### src/rtl/fractional_divider.sv
// fractional_divider
//   Signed fractional divide: quotient = (dividend * 2^WIDTH) / divisor,
//   truncated toward zero. It inverts the fractional multiplier, which keeps
//   the upper WIDTH bits of the 2*WIDTH-bit product.
//   The datapath runs an unsigned restoring division on the operand
//   magnitudes, one quotient bit per cycle over 2*WIDTH cycles. One extra
//   CALC cycle then applies the sign and saturates from registered values.
//   xDone therefore pulses 2*WIDTH+1 cycles after the accepting edge.
//
// Handshake: the request is accepted on a rising edge where xStart=1 and the
//   FSM is in IDLE. Operands are captured on that edge. xStart is ignored
//   while xBusy=1 (CALC and DONE), and requests are never queued. xDone is
//   high for exactly one cycle, and xQuotient/xOverflow/xDivZero are valid
//   from that cycle until the next xDone.
//
// Ports:
//   xClk       in   rising-edge clock
//   xReset     in   asynchronous active-high reset (aborts any division)
//   xStart     in   request pulse
//   xDividend  in   signed numerator, WIDTH bits
//   xDivisor   in   signed denominator, WIDTH bits
//   xQuotient  out  signed registered result, WIDTH bits
//   xBusy      out  high in CALC and DONE
//   xDone      out  one-cycle result-valid pulse
//   xOverflow  out  result saturated
//   xDivZero   out  divisor was zero
//   xState     out  FSM state (0 IDLE, 1 CALC, 2 DONE) for observation
module fractional_divider #(
  parameter int WIDTH = 16
) (
  input  logic                    xClk,
  input  logic                    xReset,
  input  logic                    xStart,
  input  logic signed [WIDTH-1:0] xDividend,
  input  logic signed [WIDTH-1:0] xDivisor,
  output logic signed [WIDTH-1:0] xQuotient,
  output logic                    xBusy,
  output logic                    xDone,
  output logic                    xOverflow,
  output logic                    xDivZero,
  output logic [1:0]              xState
);

  localparam int CW = $clog2(2*WIDTH+1);
  localparam logic [CW-1:0]      LAST    = CW'(2*WIDTH);
  localparam logic [WIDTH-1:0]   ONE     = {{(WIDTH-1){1'b0}}, 1'b1};
  localparam logic [WIDTH-1:0]   Q_MAX   = {1'b0, {(WIDTH-1){1'b1}}};
  localparam logic [WIDTH-1:0]   Q_MIN   = {1'b1, {(WIDTH-1){1'b0}}};
  localparam logic [2*WIDTH-1:0] POS_LIM = {{(WIDTH+1){1'b0}}, {(WIDTH-1){1'b1}}};
  localparam logic [2*WIDTH-1:0] NEG_LIM = {{WIDTH{1'b0}}, 1'b1, {(WIDTH-1){1'b0}}};

  typedef enum logic [1:0] {
    IDLE = 2'd0,
    CALC = 2'd1,
    DONE = 2'd2
  } state_t;

  state_t state, state_next;

  logic [CW-1:0]      cnt;      // 0..2W-1: iterations, 2W: finalize
  logic [2*WIDTH-1:0] num;      // magnitude numerator, consumed MSB first
  logic [2*WIDTH-1:0] quo;      // unsigned magnitude quotient
  logic [WIDTH-1:0]   rem;      // partial remainder, always < den
  logic [WIDTH-1:0]   den;      // divisor magnitude
  logic               a_neg;
  logic               a_zero;
  logic               neg_res;
  logic               div_zero;

  logic [WIDTH-1:0]   a_mag;
  logic [WIDTH-1:0]   b_mag;
  logic [WIDTH:0]     trial;
  logic [WIDTH:0]     diff;
  logic               fits;
  logic [WIDTH-1:0]   rem_next;
  logic [WIDTH-1:0]   res_q;
  logic               res_ovf;

  // The magnitude of the most negative value, 2^(WIDTH-1), still fits in
  // WIDTH unsigned bits, so no extra magnitude bit is carried.
  always_comb begin
    a_mag = xDividend[WIDTH-1] ? ($unsigned(~xDividend) + ONE) : $unsigned(xDividend);
    b_mag = xDivisor[WIDTH-1]  ? ($unsigned(~xDivisor) + ONE)  : $unsigned(xDivisor);
  end

  // One restoring step: bring down the next numerator bit, then subtract
  // the divisor if it fits.
  always_comb begin
    trial    = {rem, num[2*WIDTH-1]};
    diff     = trial - {1'b0, den};
    fits     = (trial >= {1'b0, den});
    rem_next = fits ? diff[WIDTH-1:0] : trial[WIDTH-1:0];
  end

  // Sign application and saturation. The negative side may reach magnitude
  // 2^(WIDTH-1) exactly, because that value is representable.
  always_comb begin
    res_q   = '0;
    res_ovf = 1'b0;
    if (div_zero) begin
      res_q = a_zero ? '0 : (a_neg ? Q_MIN : Q_MAX);
    end else if (!neg_res) begin
      if (quo > POS_LIM) begin
        res_q   = Q_MAX;
        res_ovf = 1'b1;
      end else begin
        res_q = quo[WIDTH-1:0];
      end
    end else begin
      if (quo > NEG_LIM) begin
        res_q   = Q_MIN;
        res_ovf = 1'b1;
      end else begin
        res_q = ~quo[WIDTH-1:0] + ONE;
      end
    end
  end

  always_ff @(posedge xClk or posedge xReset) begin
    if (xReset) state <= IDLE;
    else        state <= state_next;
  end

  always_comb begin
    state_next = state;
    xBusy      = 1'b0;
    xDone      = 1'b0;
    case (state)
      IDLE: begin
        if (xStart) state_next = CALC;
      end
      CALC: begin
        xBusy = 1'b1;
        if (cnt == LAST) state_next = DONE;
      end
      DONE: begin
        xBusy      = 1'b1;
        xDone      = 1'b1;
        state_next = IDLE;
      end
      default: state_next = IDLE;
    endcase
  end

  assign xState = state;

  always_ff @(posedge xClk or posedge xReset) begin
    if (xReset) begin
      cnt       <= '0;
      num       <= '0;
      quo       <= '0;
      rem       <= '0;
      den       <= '0;
      a_neg     <= 1'b0;
      a_zero    <= 1'b0;
      neg_res   <= 1'b0;
      div_zero  <= 1'b0;
      xQuotient <= '0;
      xOverflow <= 1'b0;
      xDivZero  <= 1'b0;
    end else begin
      case (state)
        IDLE: begin
          if (xStart) begin
            cnt      <= '0;
            num      <= {a_mag, {WIDTH{1'b0}}};
            quo      <= '0;
            rem      <= '0;
            den      <= b_mag;
            a_neg    <= xDividend[WIDTH-1];
            a_zero   <= (xDividend == '0);
            neg_res  <= xDividend[WIDTH-1] ^ xDivisor[WIDTH-1];
            div_zero <= (xDivisor == '0);
          end
        end
        CALC: begin
          if (cnt != LAST) begin
            rem <= rem_next;
            num <= {num[2*WIDTH-2:0], 1'b0};
            quo <= {quo[2*WIDTH-2:0], fits};
            cnt <= cnt + 1'b1;
          end else begin
            xQuotient <= res_q;
            xOverflow <= res_ovf;
            xDivZero  <= div_zero;
          end
        end
        default: ;
      endcase
    end
  end

endmodule

### config.mk
export PLATFORM = sky130hd
export DESIGN_NAME = fractional_divider
export DESIGN_NICKNAME = d
export VERILOG_FILES = /design/src/rtl/fractional_divider.sv
export SDC_FILE = /design/constraint.sdc
export NUM_CORES = 1
export LEC_CHECK = 0
export BUFFER_PORTS_ARGS = -buffer_cell sky130_fd_sc_hd__clkbuf_2
export CAP_MARGIN = 0
export CORE_MARGIN = 3
export CORE_UTILIZATION = 62
export CTS_BUF_LIST = sky130_fd_sc_hd__clkbuf_4
export CTS_CLUSTER_DIAMETER = 120
export CTS_CLUSTER_SIZE = 14
export DETAILED_ROUTE_END_ITERATION = 7
export MAX_ROUTING_LAYER = met4
export PLACE_DENSITY_LB_ADDON = 0.25
export SETUP_SLACK_MARGIN = 0.05
export SLEW_MARGIN = 20
export SYNTH_ARGS = -nofsm -noshare
export SYNTH_HDL_FRONTEND = slang
export SYNTH_SLANG_ARGS = --single-unit
### constraint.sdc
create_clock -name xClk -period 4.61 [get_ports xClk]
set_clock_uncertainty 0.05 [all_clocks]
set_input_delay 0.6915 -clock xClk [delete_from_list [all_inputs] [get_ports xClk]]
set_output_delay 0.6915 -clock xClk [all_outputs]
set_load 0.02 [all_outputs]
**After elaboration in Yosys (flattened, before gate mapping)**

Cells that the tools add are included.

- Register bits after elaboration: 126
- Input port bits: 35
- Output and inout bits: 22
- Word-level logic and storage cells: 72

- Add/sub/neg operators: 5
- $lt $le $gt $ge: 3
- Equality and inequality tests: 7
- Multiplexer cells: 30
- Bitwise gates (word level): 5
- Reduce and logical (&&, ||, !) cells: 9

Operators with widths:

| cell | count |
|---|---|
| $mux W16 | 11 |
| $mux W32 | 4 |
| $pmux W32 S2 | 2 |
| $add A16 B1 Y16 const B | 3 |
| $not A16 Y16 | 3 |
| $gt A32 B15 Y1 const B | 1 |
| $gt A32 B16 Y1 const B | 1 |
| $logic_not A16 Y1 | 2 |
| $pmux W16 S2 | 1 |
| $ge A17 B16 Y1 | 1 |
| $sub A16 B16 Y16 | 1 |
| $mux W6 | 2 |
| $pmux W6 S2 | 1 |
| $add A6 B1 Y6 const B | 1 |
| $eq A6 B6 Y1 const B | 1 |
| $mux W1 | 6 |
| $ne A2 B2 Y1 const B | 3 |
| $ne A6 B6 Y1 const B | 1 |
| $reduce_and A2 Y1 | 3 |
| $mux W2 | 2 |
| $pmux W2 S2 | 1 |
| $reduce_and A3 Y1 | 1 |
| $eq A2 B1 Y1 const B | 1 |
| $eq A2 B2 Y1 const B | 1 |
| other kinds (5) | 5 |

**Logic depth before layout (Yosys ltp)**

- Depth in word-level cells: 5
- Gate-level depth with buffers: 11

**Least setup slack after synthesis**

Ideal clock, no wire load.

- Kind: input -> register
- From: input port xDividend[8]
- To: register num[30]
- Arrival: 2300 ps
- Required time: 4430 ps
- Slack: 2129 ps
- Cell stages on the path: 7
- Path buffers: 0
- Cells stage by stage: or4_4 -> or3_1 -> or2_4 -> o41ai_4 -> xnor2_1 -> mux2i_1 -> o21ai_1

- Cells in the longest elaborated chain, start to end: 5

RTL lines:

| element | RTL line | RTL |
|---|---|---|
| start: declaration | 34 | `input logic signed [WIDTH-1:0] xDividend,` |
| $not A16 Y16 | 82 | `a_mag = xDividend[WIDTH-1] ? ($unsigned(~xDividend) + ONE) : $unsigned(xDividend);` |
| $add A16 B1 Y16 | 82 |  |
| $mux W16 | 82 |  |
| $mux W32 | 164 | `if (xStart) begin` |
| $pmux W32 S2 | 162 | `case (state)` |
| end signal: assignment | 166 | `num <= {a_mag, {WIDTH{1'b0}}};` |
| end signal: assignment | 179 | `num <= {num[2*WIDTH-2:0], 1'b0};` |
| end: declaration | 61 | `logic [2*WIDTH-1:0] num;` |

Every way passes these cells. The select of a mux whose other input is x is not followed.
A chain may end at the register's enable or synchronous reset.

**Final worst setup path**

- From: register state[1] (netlist: xState[1])
- To: register num[16]

- Cells in the longest elaborated chain, start to end: 3
- Elaborated cells on any way between the ends: 7

RTL lines:

| element | RTL line | RTL |
|---|---|---|
| start: declaration | 58 | `state_t state, state_next;` |
| start signal: assignment | 121 | `else state <= state_next;` |
| $eq A2 B1 Y1 or $logic_not A2 Y1 (tied branches) | 162 |  |
| $ne A2 B2 Y1 (no source line) or $reduce_bool A2 Y1 (tied branches) | n/a |  |
| $reduce_and A3 Y1 (no source line) | n/a |  |

Several ways; a longest one is shown, not always the timed one.

==> impl_metrics.yaml <==
timing:
  setup_violations: 0
  fmax_mhz: 320
  setup_total_negative_slack_ns: 0
  grt_setup_unrepaired: "no"
  worst_slew_margin_rel_pct: 45.1
  worst-slew-pin-transition_ns: 0.821
  timing_hold_violations_final: 0
  timing.final.crit_share_pct: 67.7
  final-max-slew-violation-count: 0
  final_period_minus_worst_setup_slack_ns: 3.12
clocking:
  tritoncts: "yes"
  post_cts.resized_instances: 0
  clock_sink_total: 110
  insertion_delay_ns: 0.48
  htree_levels: 3
  ctsRootBufferMaster: "clkbuf_4"
  hold_buffers: 0
  cts.reportedPaths.clkPinSlew_ns: 0.16
  cts_setup_buffers: 0
  clock_tree.buffer_depth: 2
  numCtsBuffers: 9
placement:
  dpl_cell_area_mm2: 0.00674
  place.gp.congestion: 0.899
  port_buffers: 56
  detailedPlacementHpwl_um: 9690
  dp_cells: 856
drt:
  final_antenna_net_count: 0
  routedWlPerCell_um: 15.6
  1st_pass_router_iterations: 5
  drtIter0Drc: 428
  wl_um: 13600
  vias: 5246
  post_drt_via_cell_ratio: 6.02
  drt_drc_violations_left: 0
grt:
  vias_in_the_first_global_route: 4958
  number_of_antenna_violations_at_the_first_check_in_global_routing: 0
  maximum_number_of_pins_on_one_net_before_global_route_repair: 86
  grt_overflow: 0
  grt.total_usage_pct: 26.0
  wire_length_of_the_first_global_routing_pass_um: 23700
worst_setup_path:
  path_max_fanout: 65
  worst-r2r-cell-count: 8
  endpoint_type_of_the_worst_setup_path: "register"
  timing.critical_path.from_type: "register"
  worst-endpoint-required_ns: 4.95
  reg2reg_setup_slack_ns: 1.49
  worst-endpoint-arrival_ns: 3.46
  timing_worst_setup_path_type: "reg2reg"
  r2r_start: "xState[1]"
  r2r_end: "num[16]"
synth:
  synth.top_cells.by_area: "dfrtp_1 43%, o21ai_0 6.1%, nand2_1 5.1%"
  synth_area_mm2: 0.00639
  yosys_warnings: 0
  synth.cells.most_frequent: "110 x dfrtp_1, 86 x nand2_1, 78 x o21ai_0"
  count_of_flip_flops_with_a_built_in_enable_after_synthesis: 0
  synthMostInstantiatedCell: "dfrtp_1"
  synth_largest_type_area_fraction_pct: 43.1
  synthesis.area_per_instance_um2: 9.16
  ys.flop_type: "dfrtp_1"
  synth-seq-area-share_pct: 43.1
  netlist.top_cell.by_area: "dfrtp_1"
  synthesis.instances: 697
  synth.ff_latch_count: 110
  synth.net_count: 758
  synth_cell_type_count: 57
  synth_async_sr_flop_share_pct: 100
die:
  initial_utilization_pct: 64.5
  fp-row-count: 36
  chipHeight_um: 108
  coreArea_mm2: 0.00991
  die_area_mm2: 0.0116
  num_io_pins: 57
  x_dimension_of_the_die_um: 108
pwr:
  clkPwrFrac_pct: 10.0
  pwr-share-comb_pct: 59.2
  reported_leakage_power_nw: 3.26
  flop_pwr_share_pct: 30.8
  netSwitchingPower_w: 0.00241
  irDropWorstVdd_mv: 0.416
  power_density_mw_per_mm2: 733
  switching_share_pct: 47.7
  internal_power_w: 0.00264
final_layout:
  finalNonFillerCells: 872
  fin_nets: 795
  antenna_cells: 0
  fillers: 807
  share_of_layout_cells_above_drive_strength_1_pct: 12.6
  final_cell_area_mm2: 0.00690
  areaGrowthSynthToFinish_pct: 8.05
status:
  run_status: "finished, final reports clean"
worst_hold_path:
  holdCritPathClass: "in2async"
run:
  drv.max_cap_violation_count: 0
==> final cells by class <==
type,count,area [um^2],share of cell area (%)
clock buffer,10,75.1,1.09
multi-input combinational,516,3380,48.9
tap,133,166,2.41
clock inverter,6,68.8,0.997
sequential,110,2750,39.9
inverter,35,136,1.98
timing repair buffer,62,325,4.71
==> how the worst max path moves through the flow <==
| stage | start | end | slack [ns] | cells past startpoint |
|---|---|---|---|---|
| floorplan | xReset | a_neg | 0.97 | 1 |
| global placement | xState[1] | num[16] | 1.48 | 8 |
| detailed placement | xState[1] | num[16] | 1.30 | 8 |
| CTS | xState[1] | num[16] | 1.27 | 8 |
| global route | xState[1] | num[16] | 1.24 | 8 |
| finish | xState[1] | num[16] | 1.49 | 8 |
==> registers in the layout, indices dropped and copies added, names as in the netlist <==
name       flops
den           16
rem           16
xDivZero       1
xOverflow      1
quo           32
neg_res        1
cnt            6
xQuotient     16
a_neg          1
num           16
xState         2
a_zero         1
div_zero       1
==> layout by cell type (no fill, tap or decap), types with 13 or more instances in the layout <==
master / Yosys / final
inv_1: 34 / 33
ha_1: 25 / 25
nand3_1: 19 / 19
nand2_1: 86 / 85
mux2i_1: 17 / 17
xor2_1: 31 / 31
nor2_1: 33 / 33
nor3_1: 14 / 13
xnor2_1: 14 / 14
clkbuf_2: 0 / 56
o21ai_0: 78 / 78
a22o_1: 31 / 31
dfrtp_1: 110 / 110
a21oi_1: 47 / 47
o31ai_1: 13 / 13
==> metal layers <==
metal	GRT usage [%]	vias to the layer above	part of all wire, %
li1	-	2585	-
met1	35.1	2508	46
met2	40.9	136	48
met3	5.64	17	4.6
met4	5.86	0	1.4
met5	-	-	0
==> stage by stage <==
step | utilization (%) | hold WS, ns | setup WS, ns | power [W]
2_1_floorplan | - | 0.395 | 0.966 | 0.00392
3_3_place_gp | 68.0 | 0.412 | 1.48 | 0.00439
3_5_place_dp | 68.0 | 0.416 | 1.30 | 0.00452
4_1_cts | 69.5 | 0.381 | 1.27 | 0.00503
5_1_grt | 69.6 | 0.291 | 1.24 | 0.00553
6_report | 69.6 | 0.281 | 1.49 | 0.00506
==> power by group through the flow <==
stage          Sequential, W  Clock (W)  Combinational [W]
3_5_place_dp         0.00157          0            0.00295
2_1_floorplan        0.00147          0            0.00245
3_3_place_gp         0.00156          0            0.00283
5_1_grt              0.00161   0.000548            0.00337
4_1_cts              0.00155   0.000514            0.00296
6_report             0.00156   0.000503            0.00299
==> kinds of logic (layout without fill, tap and decap cells) <==
family | Yosys count | in the layout | share of synthesized area, %
fa+ha+maj | 26 | 26 | 5.21
xor+xnor | 45 | 45 | 6.17
compound gates | 218 | 218 | 22.2
buf+inv | 71 | 113 | 4.37
flops | 110 | 110 | 43.1
mux | 20 | 20 | 3.19
simple gates | 207 | 207 | 15.8
==> worst max-delay path, stage by stage (launching register included) <==
cell and delay [ns]:
dfrtp_1 0.45, inv_1 0.12, ha_1 0.16, buf_4 0.26, clkinv_1 0.28, o21ai_0 0.59, nand2_4 0.51, buf_4 0.36
a22o_1 0.24
No activity file was read; power rests on OpenSTA's default activity.
